==> src/rtl/game_ctrl.sv <==
// Game flow controller: menu/play/dead/win sequencing, scoring, hiscore, menu blink
// and a single-slot sound request handshake with priority replacement.
module game_ctrl #(
    parameter int unsigned ROWS_TO_WIN  = 12,
    parameter int unsigned MAX_LEVEL    = 9,
    parameter logic [23:0] HOLD_CYCLES  = 24'd12_500_000,
    parameter logic [23:0] FLASH_PERIOD = 24'd8_388_608
) (
    input  logic       clk,
    input  logic       rst_n,
    input  logic       btn_up_tick,
    input  logic       btn_down_tick,
    input  logic       btn_any_tick,
    input  logic       collision,
    input  logic       sound_ack,
    output logic [1:0] state,
    output logic [3:0] level,
    output logic [9:0] score,
    output logic [9:0] hiscore,
    output logic       blink,
    output logic       sound_req,
    output logic [1:0] sound_type
);

    localparam int unsigned YW = $clog2(ROWS_TO_WIN + 1);

    typedef enum logic [1:0] {
        StMenu    = 2'd0,
        StPlaying = 2'd1,
        StDead    = 2'd2,
        StWin     = 2'd3
    } state_e;

    localparam logic [1:0] SndUiPress     = 2'd0;
    localparam logic [1:0] SndNextLevel   = 2'd1;
    localparam logic [1:0] SndCrash       = 2'd2;
    localparam logic [1:0] SndCelebration = 2'd3;

    state_e          state_q, state_d;
    logic [3:0]      level_q, level_d;
    logic [9:0]      score_q, score_d;
    logic [9:0]      hiscore_q, hiscore_d;
    logic [YW-1:0]   cur_y_q, cur_y_d;
    logic [YW-1:0]   max_y_q, max_y_d;
    logic [23:0]     hold_q, hold_d;
    logic [23:0]     flash_q, flash_d;
    logic            blink_q, blink_d;
    logic            req_q, req_d;
    logic [1:0]      type_q, type_d;
    logic            ev_valid;
    logic [1:0]      ev_code;
    logic [YW-1:0]   up_y;

    assign up_y = cur_y_q + YW'(1);

    always_comb begin
        state_d  = state_q;
        level_d  = level_q;
        score_d  = score_q;
        cur_y_d  = cur_y_q;
        max_y_d  = max_y_q;
        hold_d   = 24'd0;
        ev_valid = 1'b0;
        ev_code  = SndUiPress;
        unique case (state_q)
            StMenu: begin
                if (btn_any_tick) begin
                    state_d  = StPlaying;
                    level_d  = 4'd1;
                    score_d  = 10'd0;
                    cur_y_d  = '0;
                    max_y_d  = '0;
                    ev_valid = 1'b1;
                    ev_code  = SndUiPress;
                end
            end
            StPlaying: begin
                if (collision) begin
                    state_d  = StDead;
                    ev_valid = 1'b1;
                    ev_code  = SndCrash;
                end else if (btn_up_tick && !btn_down_tick) begin
                    cur_y_d = up_y;
                    if (up_y > max_y_q) begin
                        max_y_d = up_y;
                        if (score_q != 10'd999) score_d = score_q + 10'd1;
                    end
                    if (up_y == YW'(ROWS_TO_WIN)) begin
                        state_d  = StWin;
                        ev_valid = 1'b1;
                        ev_code  = (level_q < 4'(MAX_LEVEL)) ? SndNextLevel : SndCelebration;
                    end
                end else if (btn_down_tick && !btn_up_tick && cur_y_q != '0) begin
                    cur_y_d = cur_y_q - YW'(1);
                end
            end
            StDead, StWin: begin
                if (hold_q == HOLD_CYCLES - 24'd1) begin
                    if (state_q == StWin && level_q < 4'(MAX_LEVEL)) begin
                        state_d = StPlaying;
                        level_d = level_q + 4'd1;
                        cur_y_d = '0;
                        max_y_d = '0;
                    end else begin
                        state_d = StMenu;
                    end
                end else begin
                    hold_d = hold_q + 24'd1;
                end
            end
            default: ;
        endcase
    end

    // Blink restarts visible on every menu entry and is forced low outside the menu.
    always_comb begin
        blink_d = 1'b0;
        flash_d = 24'd0;
        if (state_d == StMenu) begin
            if (state_q != StMenu) begin
                blink_d = 1'b1;
            end else if (flash_q == FLASH_PERIOD - 24'd1) begin
                blink_d = ~blink_q;
            end else begin
                blink_d = blink_q;
                flash_d = flash_q + 24'd1;
            end
        end
    end

    // An ack frees the slot in the same cycle, so a coincident event always wins it.
    always_comb begin
        req_d  = req_q;
        type_d = type_q;
        if (ev_valid) begin
            if (!req_q || sound_ack) begin
                req_d  = 1'b1;
                type_d = ev_code;
            end else if (ev_code >= type_q) begin
                type_d = ev_code;
            end
        end else if (sound_ack && req_q) begin
            req_d = 1'b0;
        end
    end

    assign hiscore_d = (score_q > hiscore_q) ? score_q : hiscore_q;

    always_ff @(posedge clk or negedge rst_n) begin
        if (!rst_n) begin
            state_q   <= StMenu;
            level_q   <= 4'd1;
            score_q   <= 10'd0;
            hiscore_q <= 10'd0;
            cur_y_q   <= '0;
            max_y_q   <= '0;
            hold_q    <= 24'd0;
            flash_q   <= 24'd0;
            blink_q   <= 1'b1;
            req_q     <= 1'b0;
            type_q    <= 2'd0;
        end else begin
            state_q   <= state_d;
            level_q   <= level_d;
            score_q   <= score_d;
            hiscore_q <= hiscore_d;
            cur_y_q   <= cur_y_d;
            max_y_q   <= max_y_d;
            hold_q    <= hold_d;
            flash_q   <= flash_d;
            blink_q   <= blink_d;
            req_q     <= req_d;
            type_q    <= type_d;
        end
    end

    assign state      = state_q;
    assign level      = level_q;
    assign score      = score_q;
    assign hiscore    = hiscore_q;
    assign blink      = blink_q;
    assign sound_req  = req_q;
    assign sound_type = type_q;

endmodule

==> config.mk <==
export PLATFORM = sky130hd
export DESIGN_NAME = game_ctrl
export DESIGN_NICKNAME = d
export VERILOG_FILES = /design/src/rtl/game_ctrl.sv
export SDC_FILE = /design/constraint.sdc
export NUM_CORES = 1
export LEC_CHECK = 0
export BUFFER_PORTS_ARGS = -buffer_cell sky130_fd_sc_hd__clkbuf_2
export CORE_MARGIN = 10
export CORE_UTILIZATION = 55
export DETAILED_ROUTE_END_ITERATION = 8
export PLACE_DENSITY_LB_ADDON = 0.15
export REMOVE_ABC_BUFFERS = 1
export SLEW_MARGIN = 20
export SYNTH_ARGS = -nofsm -noshare
export SYNTH_HDL_FRONTEND = slang
export SYNTH_SLANG_ARGS = --single-unit
==> constraint.sdc <==
create_clock -name clk -period 6.8 [get_ports clk]
set_input_delay 0.34 -clock clk [delete_from_list [all_inputs] [get_ports clk]]
set_output_delay 0.34 -clock clk [all_outputs]
set_load 0.005 [all_outputs]
==> impl.org <==
** Outcome
- Outcome :: completed

** Detailed routing
- The first detailed-routing pass took 5 iterations.
- Wire length per cell after detailed routing :: 15.9 um
- Detailed routing inserted a total of 4058 vias.
- Post-route antenna net violation count :: 0
- In the routed layout, each cell is associated on average with a via count of 5.97.
- Number of DRC violations after detailed routing :: 0
- Count of routing violations after the opening detailed-route iteration :: 269
- Detailed Route WL :: 10800 um

** Clocking
- The clock reaches the later pin of the worst-skew pair after 0.35 ns.
- Clock Sinks :: 86
- Num CTS Buffers :: 9
- The clock tree synthesis step divided the H-tree into 3 levels.
- The cell sitting at the root of the clock tree is a clkbuf_8.
- Clock-pin slew on the worst setup and hold paths :: 0.09 ns
- The number of gates resized after CTS was 0.
- TritonCTS built the clock tree.
- Number of buffers on the longest clock path :: 2

** Power
- Summed over all cells, the static leakage comes to 2.35 nW.
- Across the VDD grid, the largest voltage drop is 88.7 uV.
- Power spread over the standard cell area amounts to 160 nW/um^2.

** Synthesis
- In this run the mean area of a mapped cell was 9.30 um^2.
- Synthesis warning total :: 0
- The synthesized design contains 0 enable-type register cells.
- Leading cell types by total area after synthesis :: dfrtp_1 (42%), ha_1 (5.7%), nand3_1 (4.8%)
- Distinct cells, synth :: 58
- After synthesis, the largest area contributor takes up 41.6% of total cell area.
- Number of storage elements in the synthesis netlist :: 86
- Synthesized netlist cell count :: 543
- For this run, the leading register cell type out of synthesis is dfrtp_1.
- Post-synth top area cell :: dfrtp_1
- Summed instance area of the synthesized netlist :: 5050 um^2
- Counting flops with an async set or reset pin after synthesis yields a share of 100%.
- After synthesis, flip-flops and latches occupy 42.7% of the total area.

** Timing
- Worst clock skew :: 0.0156 ns
- For this run, the top clock speed supported by timing is 364 MHz.
- Adding up every negative setup slack in the final design gives 0 ns.
- Pin slew with the least headroom to its limit :: 0.940 ns
- Measured against its own limit, the worst slew margin works out to 37.3%.
- Setup violations remaining at the end of the flow were counted as 0.
- For the finished layout, the period the worst path requires is 2.75 ns.
- Tcrit/Tclk final :: 40.4%
- After layout, the worst setup slack is 4.05 ns.
- Final number of hold-violating endpoints :: 0
- The max-slew violation count is 0.
- RSZ-0062 raised after global routing :: false

** Die
- Initial standard-cell utilization of the core :: 57.1%
- # IOs :: 37
- The die covers 13400 um^2.
- After floorplanning, the core was sized to cover 8850 um^2.
- The initialized floorplan defines 34 standard-cell rows.
- Measured along the y axis, the die boundary spans 116 um.
- The die is 116 um wide.

** GRT
- Global-route usage over all layers :: 16.8%
- The total overflow left after global routing is 0.
- Vias in the first global route :: 4009
- Antenna violations before repair :: 0
- Entering global routing, the biggest net connects 76 pins.
- First-pass GRT wire length :: 18800 um

** Worst setup path
- Largest fanout of any net on the critical path :: 12
- Grouping stages by cell kind, the critical path spends the most delay in simple AND/OR/NAND/NOR gates.
- Kind of launch point of the worst setup path :: flop
- Required time worst endpoint :: 7.03 ns
- The worst setup path is captured at a flop.
- Category of the most critical setup path :: flop to flop
- The largest single stage delay on the critical path is 0.51 ns.
- The cell that appears most often on the critical path is and4_1.
- Worst path slowest cell :: and4_1
- Counting both buffers and inverters, the worst setup path holds a total of 0.
- The worst register-to-register path has a setup slack of 4.05 ns.
- Cell-by-cell listing of the critical path :: ha_1 -> and4_1 -> and4_1 -> nor2_1 -> a221oi_1 -> o211ai_1
- Data arrives at the worst endpoint at 2.97 ns.

** Placement
- Gp weighted congestion :: 0.848
- The HPWL after detailed placement is 7600 um.
- Input and output buffers added on the ports amount to 36.
- Dpl ws :: 3.73 ns

** Layout
- Count of antenna diodes in the layout :: 0
- In the final design database the tool counted 597 nets.
- Layout overhead on the synthesized area :: 8.00%
- In the final layout, the multi-input gates occupy 2670 um^2.
- In the final layout, flip-flops and latches occupy 2150 um^2.
- Number of fill cells :: 792
- In the final layout, the share of cells above drive strength 1 is 13.3%.

** Run
- Max Cap Viol :: 0

** Min path
- HP Class :: input port to flop
-- repair_timing --
item,in CTS,in global routing
setup buffers,0,0
endpoints found under the hold margin,11,0
setup endpoints to repair,0,0
hold buffers,1,0
-- power breakdown --
group	switching (mW)	internal (mW)	total, mW
Clock	0.192	0.145	0.337
Sequential	0.000895	0.512	0.512
Combinational	0.0160	0.00533	0.0213
-- flip-flops by register name (all words and copies together) (netlist names) --
| register | flops |
|---|---|
| hiscore | 10 |
| blink | 1 |
| state | 2 |
| sound_type | 2 |
| level | 4 |
| sound_req | 1 |
| flash_q | 24 |
| cur_y_q | 4 |
| score | 10 |
| max_y_q | 4 |
| hold_q | 24 |
-- through the flow --
step	power, mW	util (%)	cell area, um^2	hold WS [ns]	instances
floorplan	0.529	-	4910	0.0444	517
global placement	0.543	59.4	5250	0.187	663
detailed placement	0.544	59.4	5250	0.187	663
CTS	0.883	61.5	5440	0.259	680
global route	0.909	61.6	5450	0.273	680
finish	0.871	61.6	5450	0.270	680
-- per-layer routing --
layer	global-route usage (%)	share of wire (%)	vias to the layer above
li1	-	-	1980
met5	0	0	-
met4	5.42	0.93	0
met2	26.9	48	90
met3	3.93	5.5	10
met1	22.1	46	1978
-- cell families (layout without fill, tap and decap cells) --
logic type / after synthesis / count (layout) / share of synthesized area (%)
xor gates and xnor gates: 47 / 47 / 8.15
adders and majority gates: 23 / 23 / 5.70
AOI/OAI and AO/OA: 75 / 75 / 11.2
buffers and inverters: 53 / 82 / 4.66
muxes: 6 / 6 / 1.29
and+or+nand+nor: 253 / 253 / 26.3
DFF: 86 / 86 / 42.7
-- cell usage after synthesis (4+ instances only) --
cell      instances
dfrtp_1          84
nor2_1           64
nand3_1          48
nand2_1          34
inv_1            27
xnor2_1          26
ha_1             23
xor2_1           21
and3_1           18
nand4_1          16
nor3_1           16
clkbuf_1         15
o211ai_1         13
a221oi_1         11
nand2b_1         11
a21oi_1          10
and4_1            9
o31ai_1           9
o21ai_0           8
buf_2             6
nor4_1            6
or4_1             6
mux2i_1           5
nor2b_1           4
-- final cells by class --
type,instances,area share [%]
clock inverters,6,0.803
flip-flops and latches,86,39.5
clock buffers,10,2.52
repair buffers,39,3.81
well taps,108,2.48
multi-input cells,404,49.0
inverters,27,1.86
-- worst min-delay path: stages --
cell      delay (ns)
clkbuf_2        0.07
nand2b_1        0.11
nand2_1         0.05
-- path summary, 6_finish.rpt --
path,startpoint,endpoint,depth (start not counted)
max in group asynchronous,rst_n,hold_q[2],3
worst max register to register,score[9],hiscore[8],6
worst min-delay path,sound_ack,sound_req,3
min in group asynchronous,rst_n,flash_q[8],2
worst max-delay path,score[9],hiscore[8],6
worst min register to register,hold_q[0],hold_q[0],1
-- cells in the final DEF, fill, tap and decap left out, types with 16 or more instances in the layout --
master / instances
xor2_1: 21
nand3_1: 48
and3_1: 18
nand2_1: 34
dfrtp_1: 84
nor2_1: 64
clkbuf_2: 35
nor3_1: 16
nand4_1: 16
xnor2_1: 26
ha_1: 23
inv_1: 27
Power figures use the tool's default switching activity.
